**config.mk**
```make
export PLATFORM = sky130hd
export DESIGN_NAME = apb16_regbank
export DESIGN_NICKNAME = d
export VERILOG_FILES = /design/src/rtl/apb16_pkg.sv /design/src/rtl/apb16_wait_ctrl.sv /design/src/rtl/apb16_regbank.sv
export SDC_FILE = /design/constraint.sdc
export NUM_CORES = 1
export LEC_CHECK = 0
export CORE_MARGIN = 4
export CORE_UTILIZATION = 50
export CTS_BUF_LIST = sky130_fd_sc_hd__clkbuf_16
export DETAILED_ROUTE_END_ITERATION = 7
export GPL_TIMING_DRIVEN = 1
export PLACE_DENSITY = 0.66
export RECOVER_POWER = 100
export SLEW_MARGIN = 40
export SYNTH_ARGS = -nofsm -noshare
export SYNTH_HDL_FRONTEND = slang
export SYNTH_SLANG_ARGS = --single-unit
```
**constraint.sdc**
```tcl
create_clock -name PCLK -period 7.2 [get_ports PCLK]
set_input_delay 1.08 -clock PCLK [delete_from_list [all_inputs] [get_ports PCLK]]
set_output_delay 1.08 -clock PCLK [all_outputs]
set_load 0.05 [all_outputs]
```
**src/rtl/apb16_pkg.sv**
```systemverilog
// rtl/apb16_pkg.sv - shared widths, FSM state type and default ID for the 16-bit APB register bank
package apb16_pkg;

    localparam int ADDR_W = 8;
    localparam int DATA_W = 16;

    localparam logic [DATA_W-1:0] APB16_ID_DEFAULT = 16'hA5B1;

    typedef enum logic [1:0] {
        IDLE  = 2'd0,
        SETUP = 2'd1,
        WAIT  = 2'd2,
        READY = 2'd3
    } apb16_state_t;

endpackage

```
**src/rtl/apb16_wait_ctrl.sv**
```systemverilog
// rtl/apb16_wait_ctrl.sv - transfer FSM and wait-state counter; drives PREADY and setup/load/commit/abort strobes
module apb16_wait_ctrl
    import apb16_pkg::*;
#(
    parameter int WAIT_CYCLES = 1
) (
    input  logic i_clk,
    input  logic i_rst,
    input  logic i_psel,
    input  logic i_penable,
    output logic o_pready,
    output logic o_setup,
    output logic o_load,
    output logic o_commit,
    output logic o_abort
);

    localparam logic [3:0] LP_WAIT = 4'(WAIT_CYCLES);

    apb16_state_t r_state;
    apb16_state_t w_next;
    logic [3:0]   r_cnt;
    logic [3:0]   w_cnt_next;
    logic         r_pready;

    always_ff @(posedge i_clk) begin
        if (i_rst) begin
            r_state  <= IDLE;
            r_cnt    <= 4'd0;
            r_pready <= 1'b0;
        end else begin
            r_state  <= w_next;
            r_cnt    <= w_cnt_next;
            r_pready <= (w_next == READY);
        end
    end

    // The setup phase is resolved on the edge that samples it, so SETUP never
    // persists as a registered state; this keeps PREADY registered yet high in
    // access cycle WAIT_CYCLES+1.
    always_comb begin
        w_next     = r_state;
        w_cnt_next = r_cnt;
        o_setup    = 1'b0;
        o_commit   = 1'b0;
        o_abort    = 1'b0;
        case (r_state)
            IDLE: begin
                if (i_psel && !i_penable) begin
                    o_setup    = 1'b1;
                    w_cnt_next = 4'd0;
                    w_next     = (LP_WAIT == 4'd0) ? READY : WAIT;
                end
            end
            WAIT: begin
                if (!i_psel) begin
                    o_abort = 1'b1;
                    w_next  = IDLE;
                end else begin
                    w_cnt_next = r_cnt + 4'd1;
                    if (r_cnt + 4'd1 == LP_WAIT) begin
                        w_next = READY;
                    end
                end
            end
            READY: begin
                if (!i_psel) begin
                    o_abort = 1'b1;
                    w_next  = IDLE;
                end else if (i_penable) begin
                    o_commit = 1'b1;
                    w_next   = IDLE;
                end
            end
            default: w_next = IDLE;
        endcase
    end

    assign o_load   = (w_next == READY) && (r_state != READY);
    assign o_pready = r_pready;

endmodule

```
**src/rtl/apb16_regbank.sv**
```systemverilog
// rtl/apb16_regbank.sv - 16-bit APB completer with halfword array and wait states; APB16_REGBANK_PSLVERR_EN adds PSLVERR
module apb16_regbank
    import apb16_pkg::*;
#(
    parameter int                WAIT_CYCLES = 1,
    parameter int                DEPTH       = 64,
    parameter logic [DATA_W-1:0] ID_VALUE    = APB16_ID_DEFAULT
) (
    input  logic              PCLK,
    input  logic              PRESET,
    input  logic              PSEL,
    input  logic              PENABLE,
    input  logic              PWRITE,
    input  logic [ADDR_W-1:0] PADDR,
    input  logic [DATA_W-1:0] PWDATA,
    output logic [DATA_W-1:0] PRDATA,
    output logic              PREADY
`ifdef APB16_REGBANK_PSLVERR_EN
    ,
    output logic              PSLVERR
`endif
);

    localparam int         IDX_W     = $clog2(DEPTH);
    localparam logic [7:0] LP_DEPTH  = 8'(DEPTH);
    localparam logic [6:0] LP_ID_IDX = 7'(DEPTH - 1);

    logic              w_setup;
    logic              w_load;
    logic              w_commit;
    logic              w_abort;

    logic [6:0]        r_idx;
    logic              r_write;
    logic [DATA_W-1:0] r_wdata;
    logic [DATA_W-1:0] r_mem [DEPTH];
    logic [DATA_W-1:0] r_prdata;

    logic [6:0]        w_dec_idx;
    logic              w_dec_write;
    logic              w_mapped;
    logic              w_is_id;
    logic              w_wr_ok;
    logic [DATA_W-1:0] w_rd_value;

    apb16_wait_ctrl #(
        .WAIT_CYCLES (WAIT_CYCLES)
    ) u_wait_ctrl (
        .i_clk     (PCLK),
        .i_rst     (PRESET),
        .i_psel    (PSEL),
        .i_penable (PENABLE),
        .o_pready  (PREADY),
        .o_setup   (w_setup),
        .o_load    (w_load),
        .o_commit  (w_commit),
        .o_abort   (w_abort)
    );

    always_ff @(posedge PCLK) begin
        if (PRESET) begin
            r_idx   <= '0;
            r_write <= 1'b0;
            r_wdata <= '0;
        end else if (w_setup) begin
            r_idx   <= PADDR[ADDR_W-1:1];
            r_write <= PWRITE;
            r_wdata <= PWDATA;
        end
    end

    // With zero wait states PRDATA loads on the setup edge itself, before the
    // captured copy exists, so decode looks through to the live bus then.
    assign w_dec_idx   = w_setup ? PADDR[ADDR_W-1:1] : r_idx;
    assign w_dec_write = w_setup ? PWRITE : r_write;
    assign w_mapped    = ({1'b0, w_dec_idx} < LP_DEPTH);
    assign w_is_id     = (w_dec_idx == LP_ID_IDX);

`ifdef APB16_REGBANK_PSLVERR_EN
    logic r_odd;
    logic w_dec_odd;
    logic r_pslverr;

    always_ff @(posedge PCLK) begin
        if (PRESET) begin
            r_odd <= 1'b0;
        end else if (w_setup) begin
            r_odd <= PADDR[0];
        end
    end

    assign w_dec_odd = w_setup ? PADDR[0] : r_odd;
    assign w_wr_ok   = w_mapped && !w_is_id && !w_dec_odd;

    always_ff @(posedge PCLK) begin
        if (PRESET) begin
            r_pslverr <= 1'b0;
        end else begin
            r_pslverr <= w_load && (!w_mapped || (w_dec_write && w_is_id) || w_dec_odd);
        end
    end

    assign PSLVERR = r_pslverr;

    always_comb begin
        w_rd_value = '0;
        if (w_mapped && !w_dec_odd) begin
            w_rd_value = w_is_id ? ID_VALUE : r_mem[w_dec_idx[IDX_W-1:0]];
        end
    end
`else
    assign w_wr_ok = w_mapped && !w_is_id;

    always_comb begin
        w_rd_value = '0;
        if (w_mapped) begin
            w_rd_value = w_is_id ? ID_VALUE : r_mem[w_dec_idx[IDX_W-1:0]];
        end
    end
`endif

    always_ff @(posedge PCLK) begin
        if (PRESET) begin
            for (int i = 0; i < DEPTH; i++) begin
                r_mem[i] <= '0;
            end
        end else if (w_commit && r_write && w_wr_ok && !w_abort) begin
            r_mem[w_dec_idx[IDX_W-1:0]] <= r_wdata;
        end
    end

    always_ff @(posedge PCLK) begin
        if (PRESET) begin
            r_prdata <= '0;
        end else begin
            r_prdata <= (w_load && !w_dec_write) ? w_rd_value : '0;
        end
    end

    assign PRDATA = r_prdata;

endmodule

```
==> impl_results.md, run 1 <==
* Outcome: finished, violations left
* Violated checks: capacitance limit, slew limit
* First-pass GRT wire length at 205 mm
* Clock latency on the worst-skew pair at 680 ps
* Count of cells along the worst hold path at 2
* Max Clock Skew at ~21 ps
* DR vias/cell at about 6.3
* Number of global-route vias before repair at about 30000
* Endpoint type of the worst setup path: flip-flop
* Detailed Route Iter0 Violations at about 4100
* Number of hold buffers added after CTS at 0
* Worst Hold End: u_wait_ctrl.r_cnt[3]
* CP Data Arrival Time at about 6400 ps
* Antenna viol nets, final at 0
* Summed negative setup slack over all endpoints at 0 ps
* Crit path launch type: input port
* Root Driver: sky130_fd_sc_hd__clkbuf_16
* Number of antenna violations at the first check in global routing at 14
* Routability-driven placement congestion ratio at between 0.8 and 0.9
* Area of the die at about 100000 um^2
* TritonCTS Buffers at 107
* Pin count of the biggest net entering global routing at just over 90
* Portion of synthesized cell area occupied by the leading cell type at between 60% and 70%
* X dimension of the die at roughly 310 um
* Worst endpoint required time at 7510 ps
* Library cell occupying the most area in the post-synthesis netlist: sky130_fd_sc_hd__edfxtp_1
* Area of the core at 92100 um^2
* Max Root-Sink Buffers at 3
* Maximum Capacitance Violations at 8
* Total Nets Final at 3467
* All-Layer GR Usage at between 20 and 30%
* Clock-pin slew of the registers on the worst-case setup and hold paths at about 60 ps
* Distinct cell type count after synthesis at 53
* DR pass1 iterations at 7
* Number of core rows at around 110
* Placed instance area at approximately 48000 um^2
* LEAKAGE at ~17 nW
* Final wirelength at roughly 140 mm
* Count of unresolved DRC violations after routing at 0
* Gr ovfl total at 0
* Signed area change from the synthesized netlist to the final layout at 10.2%
* Syn Area/Cell at 13.5 um^2
* Startpoint of the lowest-slack hold path: u_wait_ctrl.r_cnt[3]
* Detailed-route wire length per cell at ~30 um
* Clock tree from TritonCTS: built
* Hold/Removal Path Class: flip-flop to flip-flop
* Number of instances in the synthesized netlist at 3465
* Unrepaired setup endpoints after global routing: false
* Detail Placement HPWL at 81.1 mm
* R2R Setup Slk at around 2100 ps
* Syn. warnings at 0
* Maximum frequency from static timing analysis at between 0.15 and 0.2 GHz
* Sequential element share of the synthesized area at between 60% and 70%
* Worst slew pin tran at 3230 ps
* Kind of critical path: input port to flip-flop
* Number of levels the H-tree was split into at 3
* Count of input and output buffers at 44
* Post-CTS Setup Bufs at 0
* Leading cell type in the layout, fill and taps excluded: sky130_fd_sc_hd__edfxtp_1
* #FFs+latches synth at between 1000 and 1500
* Final critical-path share of the clock period at 84.9%
* Number of cells traversed by the worst register-to-register path at 8
* Final-report setup violation count at 0
* Via count of the routed design at approximately 30000
* Final non-filler cell area at ~51000 um^2
* Final hold violation count at 0
* Count of final max-slew check failures at approximately 210
* Startpoint of the most critical register-to-register path: u_wait_ctrl.r_state[1]
* Io pins at 46
* Post-CTS sizing at 0
* Post-route worst hold slack at a little over 500 ps
* Starting Density at between 50% and 60%
* Largest cells by area after synthesis: sky130_fd_sc_hd__edfxtp_1 66%, sky130_fd_sc_hd__and2_1 14%, sky130_fd_sc_hd__a22oi_1 4.1%, sky130_fd_sc_hd__a22o_1 2.2%, sky130_fd_sc_hd__a221oi_1 2.1%
* CTS sink cnt at ~1100
* Filler instances at 7339
* Share of post-route cells with drive strength above 1 at roughly 9.0%
* DIE HEIGHT at between 300 and 400 um
* Peak supply drop at approximately 0.00016 V
* Commonest cells after routing, fill and taps aside: 1024 x sky130_fd_sc_hd__edfxtp_1, 557 x sky130_fd_sc_hd__and2_0, 453 x sky130_fd_sc_hd__and2_1, 255 x sky130_fd_sc_hd__a22oi_1, 127 x sky130_fd_sc_hd__a31oi_1
* Area of the mapped netlist at around 47000 um^2
* Final core area utilization at ~56%
* Crit Path Max Fanout at slightly below 60
* Post-layout minimum cycle time at just over 6000 ps
* Normalized max-slew margin at -115%
* Endpoint of the lowest-slack register-to-register path: r_mem[53][9]
* Power Density at approximately 250 nW/um^2
## worst max-delay path by stage
stage                       start            end  cells after the start
after CTS                 PENABLE  r_mem[20][12]                      8
after global placement    PENABLE   r_mem[20][2]                      8
after global routing       PRESET  r_mem[53][14]                      3
after floorplan           PENABLE   r_mem[44][0]                      7
final                      PRESET  r_mem[55][13]                      3
after detailed placement  PENABLE  r_mem[20][11]                      8
## layout make-up
type | count | area [um^2] | share of cell area (%)
diodes | 5 | 12.5 | 0.0243
clock buffers | 108 | 2700 | 5.26
clock inverters | 94 | 528 | 1.03
inverters | 5 | 18.8 | 0.0365
multi-input cells | 2077 | 13600 | 26.5
flip-flops and latches | 1071 | 31700 | 61.7
well taps | 1243 | 1560 | 3.03
repair buffers | 174 | 1260 | 2.46
## critical path: stages
cell and delay [ps]:
sky130_fd_sc_hd__clkbuf_1 2050, sky130_fd_sc_hd__clkbuf_1 2400, sky130_fd_sc_hd__or2_2 810
## cells in the mapped netlist, drive strengths merged
| cell type | n |
|---|---|
| a21boi | 3 |
| a21o | 13 |
| a21oi | 38 |
| a221oi | 117 |
| a22o | 116 |
| a22oi | 255 |
| a31oi | 130 |
| a41oi | 1 |
| and2 | 1010 |
| and3 | 2 |
| and3b | 1 |
| buf | 105 |
| clkbuf | 222 |
| conb | 1 |
| dfxtp | 47 |
| edfxtp | 1024 |
| ha | 2 |
| inv | 5 |
| mux2 | 6 |
| mux2i | 13 |
| nand2 | 105 |
| nand2b | 2 |
| nand3 | 16 |
| nand3b | 12 |
| nand4 | 2 |
| nand4b | 1 |
| nor2 | 88 |
| nor3 | 22 |
| nor3b | 7 |
| nor4 | 17 |
| nor4b | 1 |
| o211ai | 2 |
| o21a | 1 |
| o21ai | 7 |
| o21bai | 2 |
| o22a | 1 |
| or2 | 64 |
| or4 | 1 |
| or4b | 1 |
| xnor2 | 1 |
| xor2 | 1 |
## per-stage QoR
stage,setup slack [ps],instances,power (W)
2_1_floorplan,3750,3480,0.00759
3_3_place_gp,1350,4569,0.00790
3_5_place_dp,1260,4569,0.00792
4_1_cts,1960,4771,0.0130
5_1_grt,1030,4772,0.0134
6_report,1080,4777,0.0130
## where the power goes
group	internal, W	switching (W)	total [W]	leakage, nW
Combinational	0.000170	0.000565	0.000735	4.78
Clock	0.00286	0.00235	0.00521	1.72
Sequential	0.00701	0.0000679	0.00708	11.0
## layer usage
layer / part of all wire [%] / wire length, um / vias to the layer above / GRT usage (%)
li1: - / - / 12800 / -
met5: 0.053 / 76 / - / 0
met3: 11 / 15700 / 337 / 6.86
met1: 39 / 55500 / 15200 / 38.9
met4: 4.5 / 6440 / 10 / 11.0
met2: 46 / 65400 / 1706 / 45.1
## state kept, by name (all words and copies together) (netlist names)
signal and cells:
r_mem 1024, PRDATA 16, r_wdata 16, r_idx 7
u_wait_ctrl.r_cnt 4, u_wait_ctrl.r_state 2, r_write 1, u_wait_ctrl.o_pready 1
## kinds of logic (layout without fill, tap and decap cells)
| group | Yosys count | after routing | synth area share [%] |
|---|---|---|---|
| buffers and inverters | 332 | 381 | 3.04 |
| XOR/XNOR | 2 | 2 | 0.0376 |
| multiplexers | 19 | 19 | 0.537 |
| adder cells (fa/ha/maj) | 2 | 2 | 0.0537 |
| AO/OA/AOI/OAI | 686 | 686 | 11.2 |
| other | 1 | 21 | 0.00804 |
| AND/OR/NAND/NOR | 1352 | 1352 | 17.2 |
| flip-flops | 1071 | 1071 | 68.0 |
No activity file was read; power rests on OpenSTA's default activity.
==> run 2: changes to the inputs <==
--- a/config.mk
+++ b/config.mk
@@ -10,7 +10,7 @@
 export CTS_BUF_LIST = sky130_fd_sc_hd__clkbuf_16
 export DETAILED_ROUTE_END_ITERATION = 7
 export GPL_TIMING_DRIVEN = 1
-export PLACE_DENSITY = 0.66
+export PLACE_DENSITY = 0.68
 export RECOVER_POWER = 100
 export SLEW_MARGIN = 40
 export SYNTH_ARGS = -nofsm -noshare
==> constraint.sdc (replaced) <==
create_clock -name PCLK -period 4.9 [get_ports PCLK]
set_input_delay 0.735 -clock PCLK [delete_from_list [all_inputs] [get_ports PCLK]]
set_output_delay 0.735 -clock PCLK [all_outputs]
set_load 0.05 [all_outputs]
==> impl_results.md, run 2 (synthesized netlist as in run 1, its figures left out) <==
* Reg area at ~32000 um^2
* Starting Density at between 50 and 60%
* Endpoint type of the worst setup path: flip-flop
* Clock latency on the worst-skew pair at approximately 700 ps
* Pin count of the biggest net entering global routing at 65
* CP Data Arrival Time at 5120 ps
* Largest stage delay, worst path at 840 ps
* Final total power at ~0.02 W
* Normalized max-slew margin at -96.4%
* Post-CTS Setup Bufs at 0
* Number of antenna violations at the first check in global routing at 9
* Final hold violation count at 0
* Count of unresolved DRC violations after routing at 0
* Routability-driven placement congestion ratio at about 0.93
* Final worst-path setup slack at 340 ps
* CTS sink cnt at roughly 1100
* Number of flip-flops in the largest register at 1024
* Final core area utilization at a little under three fifths
* Area used by multi-input combinational logic at approximately 14000 um^2
* Violated checks: capacitance limit, slew limit
* Number of core rows at approximately 110
* Largest delay share family, worst path: buffers and inverters
* Post-Place Setup Slack at 166 ps
* Max Clock Skew at around 37 ps
* First-pass GRT wire length at around 200 mm
* Worst slew pin tran at around 3000 ps
* Launch point of the critical path: PSEL
* Detail Placement HPWL at between 80 and 90 mm
* Number of global-route vias before repair at around 29000
* Final critical-path share of the clock period at ~93%
* Via count of the routed design at roughly 30000
* Antenna viol nets, final at 0
* X dimension of the die at ~310 um
* LEAKAGE at ~18 nW
* Peak supply drop at between 0.0002 and 0.0003 V
* Power Density at roughly 370 nW/um^2
* Final-report setup violation count at 0
* Worst-path cell chain: dlygate4sd3_1 -> or4b_2 -> clkbuf_1 -> mux2i_4 -> buf_12 -> clkbuf_1 -> a22o_1 -> a221oi_1 -> a31oi_1 -> nor4_1 -> a31oi_1
* Kind of critical path: input port to flip-flop
* DR vias/cell at approximately 6.2
* Clock tree from TritonCTS: built
* Number of hold buffers added after CTS at 0
* Crit path buffers/inverters at 4
* Number of levels the H-tree was split into at 3
* Post-layout minimum cycle time at 4560 ps
* Detailed Route Iter0 Violations at around 4400
* Gr ovfl total at 0
* Crit Path Max Fanout at 9
* Worst endpoint required time at 5460 ps
* Unrepaired setup endpoints after global routing: false
* Count of input and output buffers at between 40 and 50
* Signed area change from the synthesized netlist to the final layout at 12.3%
* All-Layer GR Usage at between 20% and 30%
* Largest reg by FF count: r_mem
* Detailed-route wire length per cell at approximately 29 um
* Commonest cells after routing, fill and taps aside: 1024 x sky130_fd_sc_hd__edfxtp_1, 565 x sky130_fd_sc_hd__and2_1, 445 x sky130_fd_sc_hd__and2_0, 255 x sky130_fd_sc_hd__a22oi_1
* Io pins at 46
* DR pass1 iterations at 6
* Max Root-Sink Buffers at 3
* Startpoint of the lowest-slack hold path: PRESET
* Post-CTS sizing at 0
* Startpoint of the most critical register-to-register path: u_wait_ctrl.r_state[1]
* Crit path launch type: input port
* Crit path max-delay cell type: sky130_fd_sc_hd__or4b_2
* Leading cell type in the layout, fill and taps excluded: sky130_fd_sc_hd__edfxtp_1
* TritonCTS Buffers at about 110
* DIE HEIGHT at about 310 um
* Area of the die at 98200 um^2
* Summed negative setup slack over all endpoints at 0 ps
* Area of the core at about 90000 um^2
* Outcome: finished, violations left
* Maximum Capacitance Violations at 1
* Filler instances at about 7200
* Final wirelength at around 140 mm
* Hold/Removal Path Class: input port to flip-flop
* Share of post-route cells with drive strength above 1 at a little over a tenth
* Count of final max-slew check failures at 58
* Maximum frequency from static timing analysis at approximately 0.22 GHz
* Clock-pin slew of the registers on the worst-case setup and hold paths at 60 ps
* Total Nets Final at between 3000 and 4000
* Root Driver: sky130_fd_sc_hd__clkbuf_16
==> run 2: layout make-up <==
class / instances / share of cell area (%)
clock buffer: 111 / 5.31
tap: 1243 / 2.97
antenna: 4 / 0.0191
timing repair buffer: 258 / 3.98
clock inverter: 87 / 1.06
inverter: 5 / 0.0359
sequential: 1071 / 60.6
multi-input combinational: 2077 / 26.0
==> run 2: path summary, 6_finish.rpt <==
path / end / slack, ps / cells past startpoint
max: PRDATA[5] / 340 / 11
min: u_wait_ctrl.r_state[1] / 390 / 3
max reg2reg: PRDATA[5] / 450 / 10
min reg2reg: r_idx[3] / 500 / 2
==> run 2: metal layers <==
metal / GRT usage (%) / share of wire [%] / vias to the layer above
met4: 10.2 / 4.1 / 2
met5: 0 / 0.0077 / -
met2: 45.0 / 46 / 1880
met3: 5.70 / 11 / 309
li1: - / - / 12900
met1: 39.9 / 39 / 15200
==> run 2: per-stage QoR <==
step | cell area, um^2 | hold slack (ps) | cells
floorplan | 46700 | 470 | 3480
global placement | 49300 | 487 | 4654
detailed placement | 49300 | 493 | 4654
CTS | 52600 | 343 | 4852
global route | 52300 | 438 | 4852
finish | 52300 | 394 | 4856
==> run 2: worst min-delay path, cell delays in order <==
cell	delay, ps
sky130_fd_sc_hd__clkbuf_4	100
sky130_fd_sc_hd__nand2b_1	130
sky130_fd_sc_hd__nor2_1	70
==> run 2: report_power, final <==
group          leakage (nW)  switching (W)  internal (W)
Clock                  1.75        0.00349       0.00440
Combinational          5.36       0.000828      0.000294
Sequential             11.0       0.000117        0.0103
Total                  18.1        0.00444        0.0150
